<file path="config.mk">
export PLATFORM = sky130hd
export DESIGN_NAME = mac_rx_gmii
export DESIGN_NICKNAME = d
export VERILOG_FILES = /design/src/rtl/mac_rx_gmii.sv
export SDC_FILE = /design/constraint.sdc
export NUM_CORES = 1
export LEC_CHECK = 0
export ABC_AREA = 1
export CORE_AREA = 8 8 112 114
export CTS_BUF_LIST = sky130_fd_sc_hd__clkbuf_4 sky130_fd_sc_hd__clkbuf_8
export CTS_CLUSTER_SIZE = 25
export DETAILED_ROUTE_END_ITERATION = 7
export DIE_AREA = 0 0 120 122
export PLACE_DENSITY = 0.79
export SYNTH_ARGS = -nofsm -noshare
export SYNTH_HDL_FRONTEND = slang
export SYNTH_SLANG_ARGS = --single-unit
</file>
<file path="constraint.sdc">
create_clock -name clk -period 2.8 [get_ports clk]
set_input_delay 0.56 -clock clk [delete_from_list [all_inputs] [get_ports clk]]
set_output_delay 0.56 -clock clk [all_outputs]
set_load 0.02 [all_outputs]
</file>
<file path="src/rtl/mac_rx_gmii.sv">
// GbE receive MAC (GMII side).
// Strips preamble/SFD, checks the IEEE 802.3 CRC-32 and strips the FCS.
// Delivers DA..payload to the packet parser with per-frame status.
module mac_rx_gmii #(
  parameter int MAX_FRAME_LEN = 9018,
  parameter int MIN_FRAME_LEN = 64,
  parameter int MIN_PREAMBLE  = 1,
  parameter int LEN_W         = 14
) (
  input  logic             clk,
  input  logic             Reset_n_i,
  input  logic             GMII_RX_DV_i,
  input  logic             GMII_RX_ER_i,
  input  logic [7:0]       GMII_RX_RXD_i,
  output logic [7:0]       Data_out,
  output logic             Data_valid,
  output logic             Frame_start,
  output logic             Frame_end,
  output logic [LEN_W-1:0] Frame_len,
  output logic             Crc_ok,
  output logic             Frame_err,
  output logic             Busy
);

  localparam logic [31:0]      CRC_RESIDUE = 32'hC704DD7B;
  localparam logic [LEN_W-1:0] LEN_MAX     = LEN_W'(MAX_FRAME_LEN);
  localparam logic [LEN_W-1:0] LEN_SAT     = LEN_W'(MAX_FRAME_LEN + 1);
  localparam logic [LEN_W-1:0] LEN_MIN     = LEN_W'(MIN_FRAME_LEN);
  localparam logic [LEN_W-1:0] LEN_FCS     = LEN_W'(4);
  localparam logic [7:0]       PRE_MIN     = 8'(MIN_PREAMBLE);
  localparam logic [7:0]       PRE_BYTE    = 8'h55;
  localparam logic [7:0]       SFD_BYTE    = 8'hD5;

  typedef enum logic [2:0] {
    S_RESYNC,
    S_IDLE,
    S_PREAMBLE,
    S_DATA,
    S_OVERSIZE
  } state_t;

  state_t           state_q, state_d;
  logic [7:0]       pre_cnt_q;
  logic [LEN_W-1:0] len_q;
  logic             err_q;
  logic [31:0]      crc_q;
  logic [7:0]       byte_p0, byte_p1, byte_p2, byte_p3;
  logic             sfd_ok;

  // MSB-first CRC-32 register update for one byte, bit d[7] shifted in first.
  function automatic logic [31:0] crc32_d8(input logic [31:0] crc, input logic [7:0] d);
    logic [31:0] c;
    logic        fb;
    c = crc;
    for (int i = 7; i >= 0; i--) begin
      fb = c[31] ^ d[i];
      c  = {c[30:0], 1'b0} ^ (fb ? 32'h04C11DB7 : 32'h0000_0000);
    end
    return c;
  endfunction

  // GMII bytes arrive LSB-first on the wire; reverse so the MSB-first register sees wire order.
  function automatic logic [7:0] bitrev8(input logic [7:0] b);
    logic [7:0] r;
    for (int i = 0; i < 8; i++) r[i] = b[7-i];
    return r;
  endfunction

  function automatic logic in_frame(input state_t s);
    return (s == S_DATA) || (s == S_OVERSIZE);
  endfunction

  assign sfd_ok = (GMII_RX_RXD_i == SFD_BYTE) && (pre_cnt_q >= PRE_MIN);

  // Next-state decode.
  always_comb begin
    state_d = state_q;
    case (state_q)
      S_RESYNC:   if (!GMII_RX_DV_i) state_d = S_IDLE;
      S_IDLE:     if (GMII_RX_DV_i) state_d = (GMII_RX_RXD_i == PRE_BYTE) ? S_PREAMBLE : S_RESYNC;
      S_PREAMBLE: begin
        if (!GMII_RX_DV_i)                    state_d = S_IDLE;
        else if (GMII_RX_RXD_i == PRE_BYTE)   state_d = S_PREAMBLE;
        else if (sfd_ok)                      state_d = S_DATA;
        else                                  state_d = S_RESYNC;
      end
      S_DATA: begin
        if (!GMII_RX_DV_i)                    state_d = S_IDLE;
        else if (len_q >= LEN_MAX)            state_d = S_OVERSIZE;
      end
      S_OVERSIZE: if (!GMII_RX_DV_i) state_d = S_IDLE;
      default:    state_d = S_RESYNC;
    endcase
  end

  // State register.
  always_ff @(posedge clk or negedge Reset_n_i) begin
    if (!Reset_n_i) state_q <= S_RESYNC;
    else            state_q <= state_d;
  end

  // Four-byte delay line that holds back the FCS; stage 0 is the newest byte.
  always_ff @(posedge clk) begin
    if (state_q == S_DATA && GMII_RX_DV_i) begin
      byte_p0 <= GMII_RX_RXD_i;
      byte_p1 <= byte_p0;
      byte_p2 <= byte_p1;
      byte_p3 <= byte_p2;
    end
  end

  // Frame counters, CRC accumulation and registered outputs.
  always_ff @(posedge clk or negedge Reset_n_i) begin
    if (!Reset_n_i) begin
      pre_cnt_q   <= '0;
      len_q       <= '0;
      err_q       <= 1'b0;
      crc_q       <= 32'hFFFF_FFFF;
      Data_out    <= '0;
      Data_valid  <= 1'b0;
      Frame_start <= 1'b0;
      Frame_end   <= 1'b0;
      Frame_len   <= '0;
      Crc_ok      <= 1'b0;
      Frame_err   <= 1'b0;
      Busy        <= 1'b0;
    end else begin
      Data_valid  <= 1'b0;
      Frame_start <= 1'b0;
      Frame_end   <= 1'b0;
      Busy        <= in_frame(state_q) || in_frame(state_d);
      case (state_q)
        S_IDLE: pre_cnt_q <= 8'd1;
        S_PREAMBLE: begin
          if (GMII_RX_DV_i && GMII_RX_RXD_i == PRE_BYTE && pre_cnt_q != 8'hFF)
            pre_cnt_q <= pre_cnt_q + 8'd1;
          if (GMII_RX_DV_i && sfd_ok) begin
            crc_q <= 32'hFFFF_FFFF;
            len_q <= '0;
            err_q <= GMII_RX_ER_i;
          end
        end
        S_DATA: begin
          if (GMII_RX_DV_i) begin
            if (len_q >= LEN_MAX) begin
              len_q <= LEN_SAT;
              err_q <= 1'b1;
            end else begin
              len_q <= len_q + LEN_W'(1);
              err_q <= err_q | GMII_RX_ER_i;
              crc_q <= crc32_d8(crc_q, bitrev8(GMII_RX_RXD_i));
              if (len_q >= LEN_FCS) begin
                Data_out    <= byte_p3;
                Data_valid  <= 1'b1;
                Frame_start <= (len_q == LEN_FCS);
              end
            end
          end else begin
            Frame_end <= 1'b1;
            Frame_len <= len_q;
            Crc_ok    <= (len_q >= LEN_FCS) && (crc_q == CRC_RESIDUE);
            Frame_err <= err_q || (len_q < LEN_MIN);
          end
        end
        S_OVERSIZE: begin
          if (!GMII_RX_DV_i) begin
            Frame_end <= 1'b1;
            Frame_len <= len_q;
            Crc_ok    <= 1'b0;
            Frame_err <= 1'b1;
          end
        end
        default: ;
      endcase
    end
  end

endmodule
</file>
==> reports/qor.txt <==
EDFF count, synth -> 32
DR vias -> 5527
Max clock buf depth -> 2
Peak VDD IR -> 0.000260 V
Placer Congestion -> 0.980
Hold WC Path Type -> in -> async
worst-margin pin slew -> 836 ps
Initial Util -> 0.584
most frequent cell after synthesis -> nand2_1
Regs by FF count -> crc_q x32, Frame_len x14, len_q x14
clk_lat worst skew -> 440 ps
Distinct cells, synth -> 34
skew final -> 11.7 ps
reg2reg path depth -> 11
final std cells w/o fill -> 979
max reg flops -> 32
Worst R2R Setup Slack -> 580 ps
Biggest register -> crc_q
share of the synthesized area in the top cell type -> 0.216
total CTS buffers -> 17
DR vias/cell -> 5.65
Synth Net Count -> 788
Max Cap Viol -> 0
drt drc -> 0
Hold WS -> 231 ps
global-route wire length before repair -> 26200 µm
ANT cells -> 0
Seq cells post-synth -> 118
CTS tree -> done
Tmin final -> 2220 ps
Die W -> 120 µm
Lkg Pwr -> 3.43 nW
DIE HEIGHT -> 122 µm
routed length per instance -> 16.0 µm
Mapped Cells -> 771
Worst Path Required -> 3150 ps
Layout Utilization -> 0.672
CP arrival -> 2570 ps
Critical Path End Type -> register
P per Cell Area -> 519 nW/µm²
drt first pass iters -> 7
sequential fraction of the synthesis area -> 0.504
RR Startpoint -> len_q[0]
core area -> 10700 µm²
Slew Limit Fails -> 0
Worst R2R End -> crc_q[12]
CTS sink count -> 118
hold_buf cts -> 0
DR iter-0 viols -> 551
crit path max fanout -> 31
Post-DRT Antenna Nets -> 0
Synth Cell Area -> 6250 µm²
multi-input logic area -> 2690 µm²
warning count from the yosys run -> 0
commonest register cell after synthesis -> dfrtp_1
final worst setup slack -> 577 ps
asr flop ratio synth -> 0.729
Die ar. -> 14600 µm²
IO buf count -> 39
Setup violations, final -> 0
Area Overhead vs Synth -> 15.0%
Detailed Place HPWL -> 11300 µm
Setup CP Type -> in -> reg
clock tree root buffer cell -> clkbuf_8
total of fill cells in the finished design -> 843
number of global-route vias before repair -> 5348
Register Area -> 3150 µm²
antenna violations before repair -> 0
routed wire length -> 15600 µm
biggest area consumer among synthesized cells -> dfrtp_1
Mean Syn Cell Area -> 8.11 µm²
largest cells by area after synthesis -> dfrtp_1, nand2_1, edfxtp_1, dfstp_2, inv_1
setup bufs post-CTS -> 0
Startpoint Class -> input port
row cnt -> 38
RSZ-0062 raised after global routing -> false
Top Ports -> 40
share of layout cells above drive strength 1 -> 0.117
status -> finished clean
largest net degree at the start of global routing -> 65
Post-Place Worst Slack -> 147 ps
crit share post-route -> 0.794
Post-synth top cells -> nand2_1, inv_1, nand3_1
clock slew at reported path FFs -> 80 ps
Overall Global Routing Usage -> 0.224
GRT overflow -> 0
Final TNS setup -> 0 ps
dpl cells -> 947
final hold vios -> 0
Rel. slew slack -> 0.443
Layout Nets -> 843
Resize count post-CTS -> 0
Fmax -> 450 MHz
H-tree depth -> 4
==> metrics by stage <==
step	area, µm²	total power [mW]
2_1_floorplan	6250	2.11
5_1_grt	7190	3.87
6_report	7190	3.73
4_1_cts	7190	3.74
3_3_place_gp	6810	2.25
3_5_place_dp	6810	2.27
==> worst max-delay path by stage <==
| stage | slack [ps] | start | depth (start not counted) | endpoint |
|---|---|---|---|---|
| 4_1_cts | 600 | GMII_RX_RXD_i[1] | 8 | crc_q[20] |
| 2_1_floorplan | 540 | GMII_RX_DV_i | 3 | byte_p0[0] |
| 6_report | 580 | GMII_RX_RXD_i[0] | 9 | crc_q[20] |
| 5_1_grt | 340 | len_q[0] | 11 | crc_q[12] |
| 3_5_place_dp | 150 | GMII_RX_RXD_i[0] | 9 | crc_q[20] |
| 3_3_place_gp | 180 | GMII_RX_RXD_i[5] | 7 | pre_cnt_q[1] |
==> power breakdown <==
part | switching [mW] | internal (mW)
clock network | 0.768 | 0.718
logic | 0.262 | 0.132
registers | 0.0378 | 1.81
total | 1.07 | 2.66
==> critical path: stages <==
cell             delay (ps)
clkdlybuf4s50_1         540
nand2_1                  80
inv_1                    60
nand2_1                 120
nor2_1                  160
nand3_2                 120
nand2_4                 180
nand2_2                 420
a22oi_1                 330
==> routing by layer <==
metal	vias up	routed length, µm	part of all wire	GRT usage
met5	-	0	0	0
met4	0	510	0.033	0.0913
met3	52	1300	0.083	0.0629
met2	261	7560	0.48	0.381
met1	2610	6280	0.40	0.265
li1	2604	-	-	-
==> placed cells by master, fill, tap and decap left out, drive strengths merged <==
cell           instances
nand2                286
inv                   91
nand3                 63
dfrtp                 54
nor2                  51
clkdlybuf4s50         38
o21ai                 37
edfxtp                32
dfstp                 32
xor2                  28
a21oi                 24
clkbuf                17
nand4                 13
buf                   12
nor3                  11
nor4                   9
a22oi                  9
xnor2                  8
ha                     5
o22ai                  4
clkinvlp               4
clkinv                 4
nand3b                 2
o21a                   2
o22a                   1
or2                    1
bufinv                 1
==> kinds of logic (layout without fill, tap and decap cells) <==
kind of cell    after synthesis  count (layout)  share of synthesized area
compound gates               77              77                     0.0693
xor+xnor                     36              36                     0.0504
fa+ha+maj                     5               5                     0.0100
buf+inv                      99             167                     0.0657
flops                       118             118                      0.504
simple gates                436             436                      0.300
==> area by class of cell <==
cell class / count / share of cell area
sequential: 118 / 0.439
inverter: 85 / 0.0444
tap: 140 / 0.0244
clock inverter: 15 / 0.0200
timing repair buffer: 50 / 0.0654
multi-input combinational: 554 / 0.375
clock buffer: 17 / 0.0326
Power figures use the tool's default switching activity.
